--- src/rtl/keypad_emulator.sv ---
// Keypad emulator: closes one matrix contact per command and answers the scanner's column drive.
// Optional macro KEYPAD_EMULATOR_BOUNCE_EN adds a contact bounce window at the start of each press.
module keypad_emulator #(
  parameter int RELEASE_GAP   = 16,
  parameter int BOUNCE_CYCLES = 8
) (
  input  logic       clock,
  input  logic       reset,
  input  logic [3:0] col,
  output logic [3:0] row,
  input  logic       cmd_valid,
  output logic       cmd_ready,
  input  logic [3:0] cmd_key,
  input  logic [7:0] cmd_hold,
  output logic       busy,
  output logic       done
);

  typedef enum logic [1:0] {
    IDLE,
    PRESS,
    GAP
  } state_t;

  localparam bit PARAMS_OK =
    (RELEASE_GAP >= 1) && (RELEASE_GAP <= 255) &&
    (BOUNCE_CYCLES >= 1) && (BOUNCE_CYCLES <= 255);

  localparam logic [7:0] GAP_LOAD = 8'(RELEASE_GAP - 1);

  generate
    if (!PARAMS_OK) begin : g_bad_params
      $error("keypad_emulator: parameter out of range 1..255");
    end
  endgenerate

  state_t     state;
  state_t     state_nxt;
  logic [7:0] cnt;
  logic [7:0] cnt_nxt;
  logic       done_nxt;
  logic [3:0] key_q;
  logic [3:0] row_nxt;
  logic       accept;
  logic       contact;

  assign accept = cmd_valid && cmd_ready;
  assign busy   = (state != IDLE);

  // Next state and counter reload; cnt holds remaining cycles minus one.
  always_comb begin
    state_nxt = state;
    cnt_nxt   = cnt;
    done_nxt  = 1'b0;
    unique case (state)
      IDLE: begin
        if (accept) begin
          state_nxt = PRESS;
          cnt_nxt   = (cmd_hold == 8'd0) ? 8'd0 : cmd_hold - 8'd1;
        end
      end
      PRESS: begin
        if (cnt == 8'd0) begin
          state_nxt = GAP;
          cnt_nxt   = GAP_LOAD;
        end else begin
          cnt_nxt = cnt - 8'd1;
        end
      end
      GAP: begin
        if (cnt == 8'd0) begin
          state_nxt = IDLE;
          cnt_nxt   = 8'd0;
          done_nxt  = 1'b1;
        end else begin
          cnt_nxt = cnt - 8'd1;
        end
      end
      default: begin
        state_nxt = IDLE;
        cnt_nxt   = 8'd0;
      end
    endcase
  end

  // State register, hold/gap counter, ready and done flags.
  always_ff @(posedge clock or posedge reset) begin
    if (reset) begin
      state     <= IDLE;
      cnt       <= 8'd0;
      done      <= 1'b0;
      cmd_ready <= 1'b0;
    end else begin
      state     <= state_nxt;
      cnt       <= cnt_nxt;
      done      <= done_nxt;
      cmd_ready <= (state_nxt == IDLE);
    end
  end

  // Key code captured at acceptance; stable for the whole command.
  always_ff @(posedge clock or posedge reset) begin
    if (reset) begin
      key_q <= 4'd0;
    end else if (accept) begin
      key_q <= cmd_key;
    end
  end

`ifdef KEYPAD_EMULATOR_BOUNCE_EN
  localparam logic [7:0] BOUNCE_LEN = 8'(BOUNCE_CYCLES);

  logic [7:0] bnc;

  // Offset into PRESS, saturating once the bounce window is over.
  always_ff @(posedge clock or posedge reset) begin
    if (reset) begin
      bnc <= 8'd0;
    end else if (accept) begin
      bnc <= 8'd0;
    end else if (state == PRESS && bnc < BOUNCE_LEN) begin
      bnc <= bnc + 8'd1;
    end
  end

  // Inside the window the contact only closes on even offsets.
  assign contact = (state == PRESS) &&
                   ((bnc >= BOUNCE_LEN) || !bnc[0]);
`else
  assign contact = (state == PRESS);
`endif

  // Only the pressed key's row can be pulled low, and only if its column is driven.
  always_comb begin
    row_nxt = 4'hF;
    if (contact && !col[key_q[1:0]]) begin
      row_nxt[key_q[3:2]] = 1'b0;
    end
  end

  // Row sense is registered: one cycle from col to row.
  always_ff @(posedge clock or posedge reset) begin
    if (reset) begin
      row <= 4'hF;
    end else begin
      row <= row_nxt;
    end
  end

endmodule

--- config.mk ---
export PLATFORM = sky130hd
export DESIGN_NAME = keypad_emulator
export DESIGN_NICKNAME = d
export VERILOG_FILES = /design/src/rtl/keypad_emulator.sv
export SDC_FILE = /design/constraint.sdc
export NUM_CORES = 1
export LEC_CHECK = 0
export CAP_MARGIN = 30
export CORE_MARGIN = 5
export CORE_UTILIZATION = 50
export DETAILED_ROUTE_END_ITERATION = 8
export PLACE_DENSITY_LB_ADDON = 0.05
export RECOVER_POWER = 50
export SYNTH_ARGS = -nofsm -noshare
export SYNTH_HDL_FRONTEND = slang
export SYNTH_SLANG_ARGS = --single-unit
export TNS_END_PERCENT = 5
--- constraint.sdc ---
create_clock -name clock -period 2.5 [get_ports clock]
set_clock_uncertainty 0.2 [all_clocks]
set_input_delay 0.375 -clock clock [delete_from_list [all_inputs] [get_ports clock]]
set_output_delay 0.375 -clock clock [all_outputs]
set_load 0.03 [all_outputs]
==> impl_metrics.json, run 1 <==
{
  "status": "finished, final reports clean",
  "p_leak_nw": 0.6664,
  "grt_pass1_wl_um": 5147,
  "tightest_slew_ns": 0.7617,
  "portBuffers": 25,
  "drt_wl_total_um": 2919,
  "setup-violations-final": 0,
  "postLayoutCellArea_um2": 1658,
  "synth_area_um2": 1314,
  "layout_worst_path_cycle_share_pct": 94.91,
  "drc_errors": 0,
  "cts_resized": 0,
  "fill_cells": 205,
  "multi_input_area_um2": 768.2,
  "postCtsSetupBuffers": 0,
  "drive_above_1_share_pct": 21.02,
  "n_antenna_cell": 0,
  "synth_cell_types": 50,
  "critPathRequiredTime_ns": 1.92,
  "boundaryPins": 26,
  "synth_seq_cells": 20,
  "vias_per_cell": 5.914,
  "start_util_pct": 52.55,
  "clk_path_buf_depth": 2,
  "grt_pass1_vias": 1106,
  "final_cell_mix": "clkdlybuf4s50_1, dfrtp_1, nor2_1, nand2_1",
  "top_layer": "met4",
  "path_class": "flop to primary output",
  "clockRootBuffer": "clkbuf_4",
  "yosys_warnings": 0,
  "dp_hpwl_um": 2319,
  "placementRows": 18,
  "dr.pass1.iters": 4,
  "cts_tree": "yes",
  "dieHeight_um": 61.26,
  "power_density_nw_per_um2": 1018,
  "maxSlewViolCount": 0,
  "die-area_um2": 3753,
  "hold_ws_ns": 0.2699,
  "nNetsFinal": 181,
  "holdBufCountCts": 0,
  "antenna_found_initial": 0,
  "max_slew_margin_pct": 49.16,
  "seqCellArea_um2": 505.5,
  "wl_met1_um": 1353,
  "cp_max_fo": 13,
  "fin_tns_setup_ns": 0,
  "peakVddDrop_mv": 0.6904,
  "end_kind": "primary output",
  "wl_met3_um": 145,
  "met2_length_um": 1397,
  "fin_crit_ns": 2.373,
  "overflow": 0,
  "timing.fmax_mhz": 421.4,
  "maxCapViolations": 0,
  "area_growth_pct": 26.19,
  "clk_pin_slew_worst_paths_ns": 0.11,
  "syn-mean-instance-area_um2": 10.34,
  "syn_inst": 127,
  "vias": 1106,
  "ys_seq_area_share_pct": 38.48,
  "drtIter0Drc": 42,
  "grt_max_degree": 21,
  "htree_levels": 1,
  "die_w_um": 61.26,
  "clock_latency_ns": 0.30,
  "rsz0062_at_grt": "no",
  "cts_sinks": 20,
  "dp.cells": 183,
  "dpl_cell_area_um2": 1622,
  "cts_inserted_buffers": 3,
  "gr-usage-all-layers_pct": 18.47,
  "place_congestion": 0.8192,
  "syn_nets": 150,
  "p_total_mw": 1.688,
  "layout_commonest_cell": "clkdlybuf4s50_1",
  "hp-class": "flop to flop",
  "final_cells": 187,
  "antenna_left": 0,
  "avgRoutedWirePerCell_um": 15.61,
  "cp.arrival_ns": 1.80,
  "core_um2": 2500,
  "startpoint_type": "flop",
  "final_hold_viol_count": 0
}
-- worst max-delay path, stage by stage, from the launching register on --
cell and delay, ns:
dfrtp_1 0.55, or2_2 0.35, clkdlybuf4s50_1 0.59
-- cell families after synthesis --
| logic type | count (synthesis) | share of synthesized area (%) |
|---|---|---|
| simple gates | 44 | 23.43 |
| compound gates | 38 | 21.91 |
| flops | 20 | 38.48 |
| buf+inv | 10 | 3.048 |
| mux | 7 | 6.666 |
| xor+xnor | 4 | 2.667 |
| fa+ha+maj | 4 | 3.810 |
-- synthesized netlist by cell type (all sizes together) --
cell	count	area, µm²
dfrtp	16	400.4
nand2	8	32.54
nor2	8	30.03
a21oi	7	38.79
inv	6	22.52
nand2b	6	37.54
o211ai	5	47.54
o21ai	5	25.02
a211oi	4	30.03
dfstp	4	105.1
ha	4	50.05
mux2	4	45.04
nor3	4	35.03
a31oi	3	18.77
xnor2	3	26.28
a2111oi	2	18.77
a211o	2	18.77
and3b	2	18.77
buf	2	10.01
clkbuf	2	7.510
mux2i	2	20.02
nand3b	2	15.01
nor3b	2	15.01
nor4	2	12.51
nor4b	2	47.55
o221ai	2	17.52
or2	2	12.51
a21boi	1	7.510
a21o	1	7.510
a221o	1	10.01
a221oi	1	8.760
a311oi	1	8.760
a31o	1	8.760
mux4	1	22.52
nand3	1	5.000
nand4b	1	8.760
nand4bb	1	11.26
nor2b	1	6.260
nor4bb	1	10.01
o22ai	1	12.51
o31a	1	8.760
or4b	1	10.01
xor2	1	8.760
-- sequential cells by signal, indices dropped and copies added (netlist names) --
name,count
state,2
done,1
row,4
cmd_ready,1
cnt,8
key_q,4
-- area by class of cell --
class	instances	area share (%)
clock buffer	4	2.189
timing repair buffer	30	17.36
inverter	6	1.358
sequential	20	30.49
tap	30	2.264
multi-input combinational	97	46.34
-- path summary, 6_finish.rpt --
kind / from / to / slack, ns / cells after the start
setup / recovery: state[1]$_DFF_PP0_ / busy / 0.13 / 2
max in group asynchronous: reset / cnt[3]$_DFFE_PP0P_ / 1.19 / 2
min in group asynchronous: reset / done$_DFF_PP0_ / 0.43 / 2
hold reg to reg: key_q[3]$_DFFE_PP0P_ / row[2]$_DFF_PP1_ / 0.27 / 1
setup reg to reg: cnt[0]$_DFFE_PP0P_ / cnt[0]$_DFFE_PP0P_ / 0.46 / 6
hold / removal: key_q[3]$_DFFE_PP0P_ / row[2]$_DFF_PP1_ / 0.27 / 1
-- power by group --
part	total, mW	switching [mW]	internal [mW]
Clock	0.188	0.0988	0.0888
Sequential	0.606	0.141	0.465
Combinational	0.895	0.456	0.439
-- per-stage QoR --
| step | setup WS [ns] | utilization (%) |
|---|---|---|
| 4_1_cts | 0.1323 | 66.32 |
| 3_5_place_dp | 0.09431 | 64.86 |
| 6_report | 0.1271 | 66.32 |
| 2_1_floorplan | 0.6781 | - |
| 5_1_grt | 0.04012 | 66.32 |
| 3_3_place_gp | 0.1820 | 64.86 |
-- per-layer routing --
metal / up-vias / track usage, %
met5: - / 0
met4: 0 / 4.644
met3: 2 / 2.516
met2: 30 / 30.97
met1: 532 / 25.16
li1: 542 / -
Power figures use the tool's default switching activity.
==> run 2: changes to the inputs <==
DONT_BUFFER_PORTS = 1   (was default)
==> run 2 against run 1 <==
Non-clock buffer count fell by 26; sequential power rose by 15%; sequential share of layout area rose by 5.5 points; cell count fell by 14%; critical path depth rose by 4; die area did not move; worst setup slack improved by 0.31 ns; final area fell by 15%; register-to-register slack got worse by 0.02 ns.
==> impl_metrics.json, run 2 (same netlist as run 1, synthesis figures left out) <==
{
  "status": "finished, final reports clean",
  "clk_pin_slew_worst_paths_ns": 0.11,
  "p_leak_nw": 0.5611,
  "vias_per_cell": 6.174,
  "p_total_mw": 1.568,
  "cp.arrival_ns": 2.02,
  "grt_pass1_wl_um": 4422,
  "final_cells": 161,
  "largest_reg_flops": 8,
  "dp.cells": 155,
  "boundaryPins": 26,
  "startpoint_type": "flop",
  "drt_wl_total_um": 2695,
  "power_frac_comb_pct": 43.5,
  "max_slew_margin_pct": 52.43,
  "pwr-share-seq_pct": 44.5,
  "cp_max_fo": 7,
  "timing.fmax_mhz": 485.6,
  "cp_slowest_cell": "dfrtp_1",
  "dp_hpwl_um": 2088,
  "postCtsSetupBuffers": 0,
  "setup_ws_ns": 0.4405,
  "clockRootBuffer": "clkbuf_4",
  "final_cell_mix": "dfrtp_1, nor2_1, nand2_1",
  "nNetsFinal": 155,
  "gr-usage-all-layers_pct": 16.17,
  "rsz0062_at_grt": "no",
  "grt_pass1_vias": 924,
  "die_w_um": 61.26,
  "cpPeakStageDelay_ns": 0.42,
  "die-area_um2": 3753,
  "p_int_mw": 0.8994,
  "cts_tree": "yes",
  "layout_commonest_cell": "dfrtp_1",
  "clk_path_buf_depth": 2,
  "vias": 994,
  "drive_above_1_share_pct": 22.90,
  "antenna_found_initial": 0,
  "end_kind": "flop",
  "start_util_pct": 52.55,
  "maxCapViolations": 0,
  "cts_sinks": 20,
  "hold_ws_ns": 0.02014,
  "dieHeight_um": 61.26,
  "critPathRequiredTime_ns": 2.46,
  "placementRows": 18,
  "fin_crit_ns": 2.059,
  "p_sw_mw": 0.6687,
  "portBuffers": 0,
  "antenna_left": 0,
  "avgRoutedWirePerCell_um": 16.74,
  "path_class": "flop to flop",
  "grt_max_degree": 21,
  "peakVddDrop_mv": 0.9176,
  "cts_inserted_buffers": 3,
  "n_antenna_cell": 0,
  "dr.pass1.iters": 4,
  "core_um2": 2500,
  "power_density_nw_per_um2": 1116,
  "regMostFlops": "cnt",
  "place_congestion": 0.8004,
  "tightest_slew_ns": 0.7128,
  "maxSlewViolCount": 0,
  "layout_worst_path_cycle_share_pct": 82.38,
  "pre_cts_ws_ns": 0.4760,
  "fin_tns_setup_ns": 0,
  "clock_latency_ns": 0.30,
  "setup-violations-final": 0,
  "largest_registers": "cnt x8, key_q x4, row x4",
  "htree_levels": 1,
  "p_sw_share_pct": 42.65,
  "critical_path.cell_chain": "inv_1 > ha_1 > nor4b_4 > a21oi_2 > a2111oi_1 > a31oi_1",
  "drtIter0Drc": 54,
  "area_growth_pct": 6.953,
  "drc_errors": 0,
  "hp-class": "primary input to flop",
  "pwr-share-clk_pct": 11.9,
  "overflow": 0,
  "final_hold_viol_count": 0
}
[run 2: changes by cell type in the layout (fill, tap and decap cells not counted)]
| cell | previous run | this run |
|---|---|---|
| clkdlybuf4s50_1 | 22 | 0 |
| buf_4 | 5 | 2 |
| dlygate4sd3_1 | 3 | 2 |
[run 2: power groups by stage]
stage / Combinational (mW) / Clock, mW / Sequential (mW)
detailed placement: 0.679 / 0 / 0.703
global route: 0.766 / 0.205 / 0.718
floorplan: 0.605 / 0 / 0.629
finish: 0.683 / 0.187 / 0.698
global placement: 0.670 / 0 / 0.699
CTS: 0.683 / 0.192 / 0.694
[run 2: repair_timing]
| item | 4_1_cts | 5_1_grt |
|---|---|---|
| gates resized for setup | 0 | 0 |
| hold buffers | 1 | 1 |
| endpoints found under the hold margin | 16 | 1 |
[run 2: final cells by class]
cell class / count / area (µm²)
clock buffers: 4 / 36.28
fillers: 204 / 1095
inverters: 6 / 22.52
multi-input cells: 97 / 768.2
flip-flops and latches: 20 / 505.5
well taps: 30 / 37.54
repair buffers: 4 / 35.03
[run 2: metal layers]
layer  share of wire [%]  GRT usage [%]  up-vias
li1                    -              -      489
met1                  47          23.96      470
met2                  44          22.96       33
met3                 7.8          4.403        2
met4                0.71          4.644        0
met5                   0              0        -
[run 2: path summary, 6_finish.rpt]
check | startpoint | endpoint | slack [ns] | depth (start not counted)
worst min-delay path | cmd_key[3] | key_q[3]$_DFFE_PP0P_ | 0.02 | 1
worst min register to register | key_q[3]$_DFFE_PP0P_ | row[2]$_DFF_PP1_ | 0.27 | 1
min in group asynchronous | reset | state[0]$_DFF_PP0_ | 0.42 | 2
max in group asynchronous | reset | cnt[0]$_DFFE_PP0P_ | 1.23 | 2
worst max register to register | cnt[0]$_DFFE_PP0P_ | cnt[0]$_DFFE_PP0P_ | 0.44 | 6
worst max-delay path | cnt[0]$_DFFE_PP0P_ | cnt[0]$_DFFE_PP0P_ | 0.44 | 6
[run 2: critical path, delay by kind of cell, from the launching register on]
kind	cells	cell delay (ns)
AO/OA/AOI/OAI	3	0.59
adder cells (fa/ha/maj)	1	0.20
buffers and inverters	1	0.13
flip-flops	1	0.42
AND/OR/NAND/NOR	1	0.40
[run 2: per-stage QoR]
step / instance area (µm²) / utilization (%)
after floorplan: 1314 / -
after global placement: 1349 / 53.95
after detailed placement: 1349 / 53.95
after CTS: 1395 / 55.81
after global routing: 1405 / 56.21
final: 1405 / 56.21
==> run 3: changes to the inputs <==
clock period = 2.15 ns   (was 2.5 ns; I/O delays follow)
==> run 3 against run 2 <==
Register-to-register slack got worse by 0.29 ns; worst hold slack improved by 0.027 ns; combinational power rose by 34%; clock-buffer cell count fell by 1; wire length rose by 4.5%; critical endpoint unchanged; largest cell class unchanged.
==> impl_metrics.json, run 3 (same netlist as run 1, synthesis figures left out) <==
{
  "fill_cells": 213,
  "clk_pin_slew_worst_paths_ns": 0.12,
  "core_um2": 2500,
  "status": "finished, final reports clean",
  "overflow": 0,
  "timing.rr.start": "cnt[0]$_DFFE_PP0P_",
  "drive_above_1_share_pct": 24.64,
  "rrSetupSlack_ns": 0.16,
  "end_kind": "flop",
  "timing.fmax_mhz": 501.3,
  "met2_length_um": 1325,
  "gr-usage-all-layers_pct": 17.41,
  "die-area_um2": 3753,
  "tightest_slew_ns": 0.7365,
  "peakVddDrop_mv": 0.9297,
  "wl_met3_um": 149,
  "top_layer": "met4",
  "fin_util_pct": 59.26,
  "regMostFlops": "cnt",
  "portBuffers": 0,
  "max_slew_margin_pct": 50.84,
  "setup_ws_ns": 0.1554,
  "p_total_mw": 1.970,
  "hold_ws_ns": 0.04752,
  "final_cells": 168,
  "area_growth_pct": 12.76,
  "start_util_pct": 52.55,
  "htree_levels": 1,
  "grt_max_degree": 21,
  "critPathRequiredTime_ns": 2.14,
  "layout_worst_path_cycle_share_pct": 92.77,
  "multi_input_area_um2": 768.2,
  "critical_path.endpoint": "cnt[0]$_DFFE_PP0P_",
  "final_cell_mix": "dfrtp_1, nor2_1, nand2_1",
  "clockRootBuffer": "clkbuf_4",
  "rr_worst_depth": 6,
  "placementRows": 18,
  "final_hold_viol_count": 0,
  "dp.cells": 159,
  "startpoint_type": "flop",
  "postLayoutCellArea_um2": 1481,
  "dr.pass1.iters": 5,
  "antenna_found_initial": 0,
  "wl_met1_um": 1304,
  "hp-class": "primary input to flop",
  "grt_pass1_wl_um": 4795,
  "rr_endpoint": "cnt[0]$_DFFE_PP0P_",
  "place_congestion": 0.8418,
  "fin_crit_ns": 1.995,
  "drc_errors": 0,
  "drt_wl_total_um": 2816,
  "seqCellArea_um2": 505.5,
  "setup-violations-final": 0,
  "maxCapViolations": 0,
  "vias_per_cell": 6.220,
  "antenna_left": 0,
  "rsz0062_at_grt": "no",
  "setup.worst_path.start": "cnt[0]$_DFFE_PP0P_",
  "boundaryPins": 26,
  "grt_pass1_vias": 1119,
  "p_leak_nw": 0.6011,
  "n_antenna_cell": 0,
  "dp_hpwl_um": 2160,
  "cts_tree": "yes",
  "avgRoutedWirePerCell_um": 16.76,
  "maxSlewViolCount": 0,
  "cp_max_fo": 7,
  "layout_commonest_cell": "dfrtp_1",
  "cts_inserted_buffers": 3,
  "largest_registers": "cnt x8, key_q x4, row x4",
  "nNetsFinal": 162,
  "path_class": "flop to flop",
  "vias": 1045,
  "power_density_nw_per_um2": 1330,
  "worstHoldStart": "cmd_hold[6]",
  "cts_sinks": 20,
  "clock_latency_ns": 0.30,
  "clk_path_buf_depth": 2,
  "die_w_um": 61.26,
  "dpl_cell_area_um2": 1379,
  "pre_cts_ws_ns": 0.1994,
  "postCtsSetupBuffers": 0,
  "dieHeight_um": 61.26,
  "cp.arrival_ns": 1.98,
  "fin_tns_setup_ns": 0,
  "drtIter0Drc": 32,
  "largest_reg_flops": 8
}
[run 3: cell types whose count changed in the layout (fill, tap and decap cells not counted)]
cell | before | now
buf_4 | 2 | 6
bufinv_16 | 0 | 1
clkbuf_8 | 1 | 0
dlygate4sd3_1 | 2 | 5
[run 3: area by class of cell]
| cell class | instances | share of cell area (%) |
|---|---|---|
| multi-input cells | 97 | 51.86 |
| flip-flops and latches | 20 | 34.12 |
| repair buffers | 11 | 6.419 |
| well taps | 30 | 2.534 |
| clock inverters | 1 | 2.027 |
| clock buffers | 3 | 1.520 |
| inverters | 6 | 1.520 |
[run 3: layer usage]
metal / track usage [%] / up-vias
li1: - / 503
met1: 22.06 / 511
met2: 28.55 / 27
met3: 3.564 / 4
met4: 7.740 / 0
met5: 0 / -
[run 3: repair_timing]
item / CTS / global route
endpoints found under the hold margin: 20 / 0
hold buffers: 5 / 0
setup endpoints to repair: 0 / 0
resized for setup: 0 / 0
[run 3: how the worst min path moves through the flow]
stage                     slack, ns  depth (start not counted)                  end
final                          0.05                          2   cnt[6]$_DFFE_PP0P_
after global routing           0.09                          2   cnt[6]$_DFFE_PP0P_
after CTS                      0.04                          2   cnt[6]$_DFFE_PP0P_
after detailed placement       0.19                          1  cmd_ready$_DFF_PP0_
after global placement         0.18                          1  cmd_ready$_DFF_PP0_
after floorplan                0.08                          1  cmd_ready$_DFF_PP0_
[run 3: report_power, final]
part           internal (mW)  switching, mW  total (mW)
Clock                  0.188          0.120       0.309
Combinational          0.435          0.477       0.912
Sequential             0.545          0.205       0.750
Total                   1.17          0.803        1.97
[run 3: critical path, cell delays in order (launching register included)]
cell and delay, ns:
dfrtp_1 0.42, inv_1 0.13, ha_1 0.17, nor4b_4 0.37, a21oi_2 0.11, a2111oi_1 0.40
a31oi_1 0.08
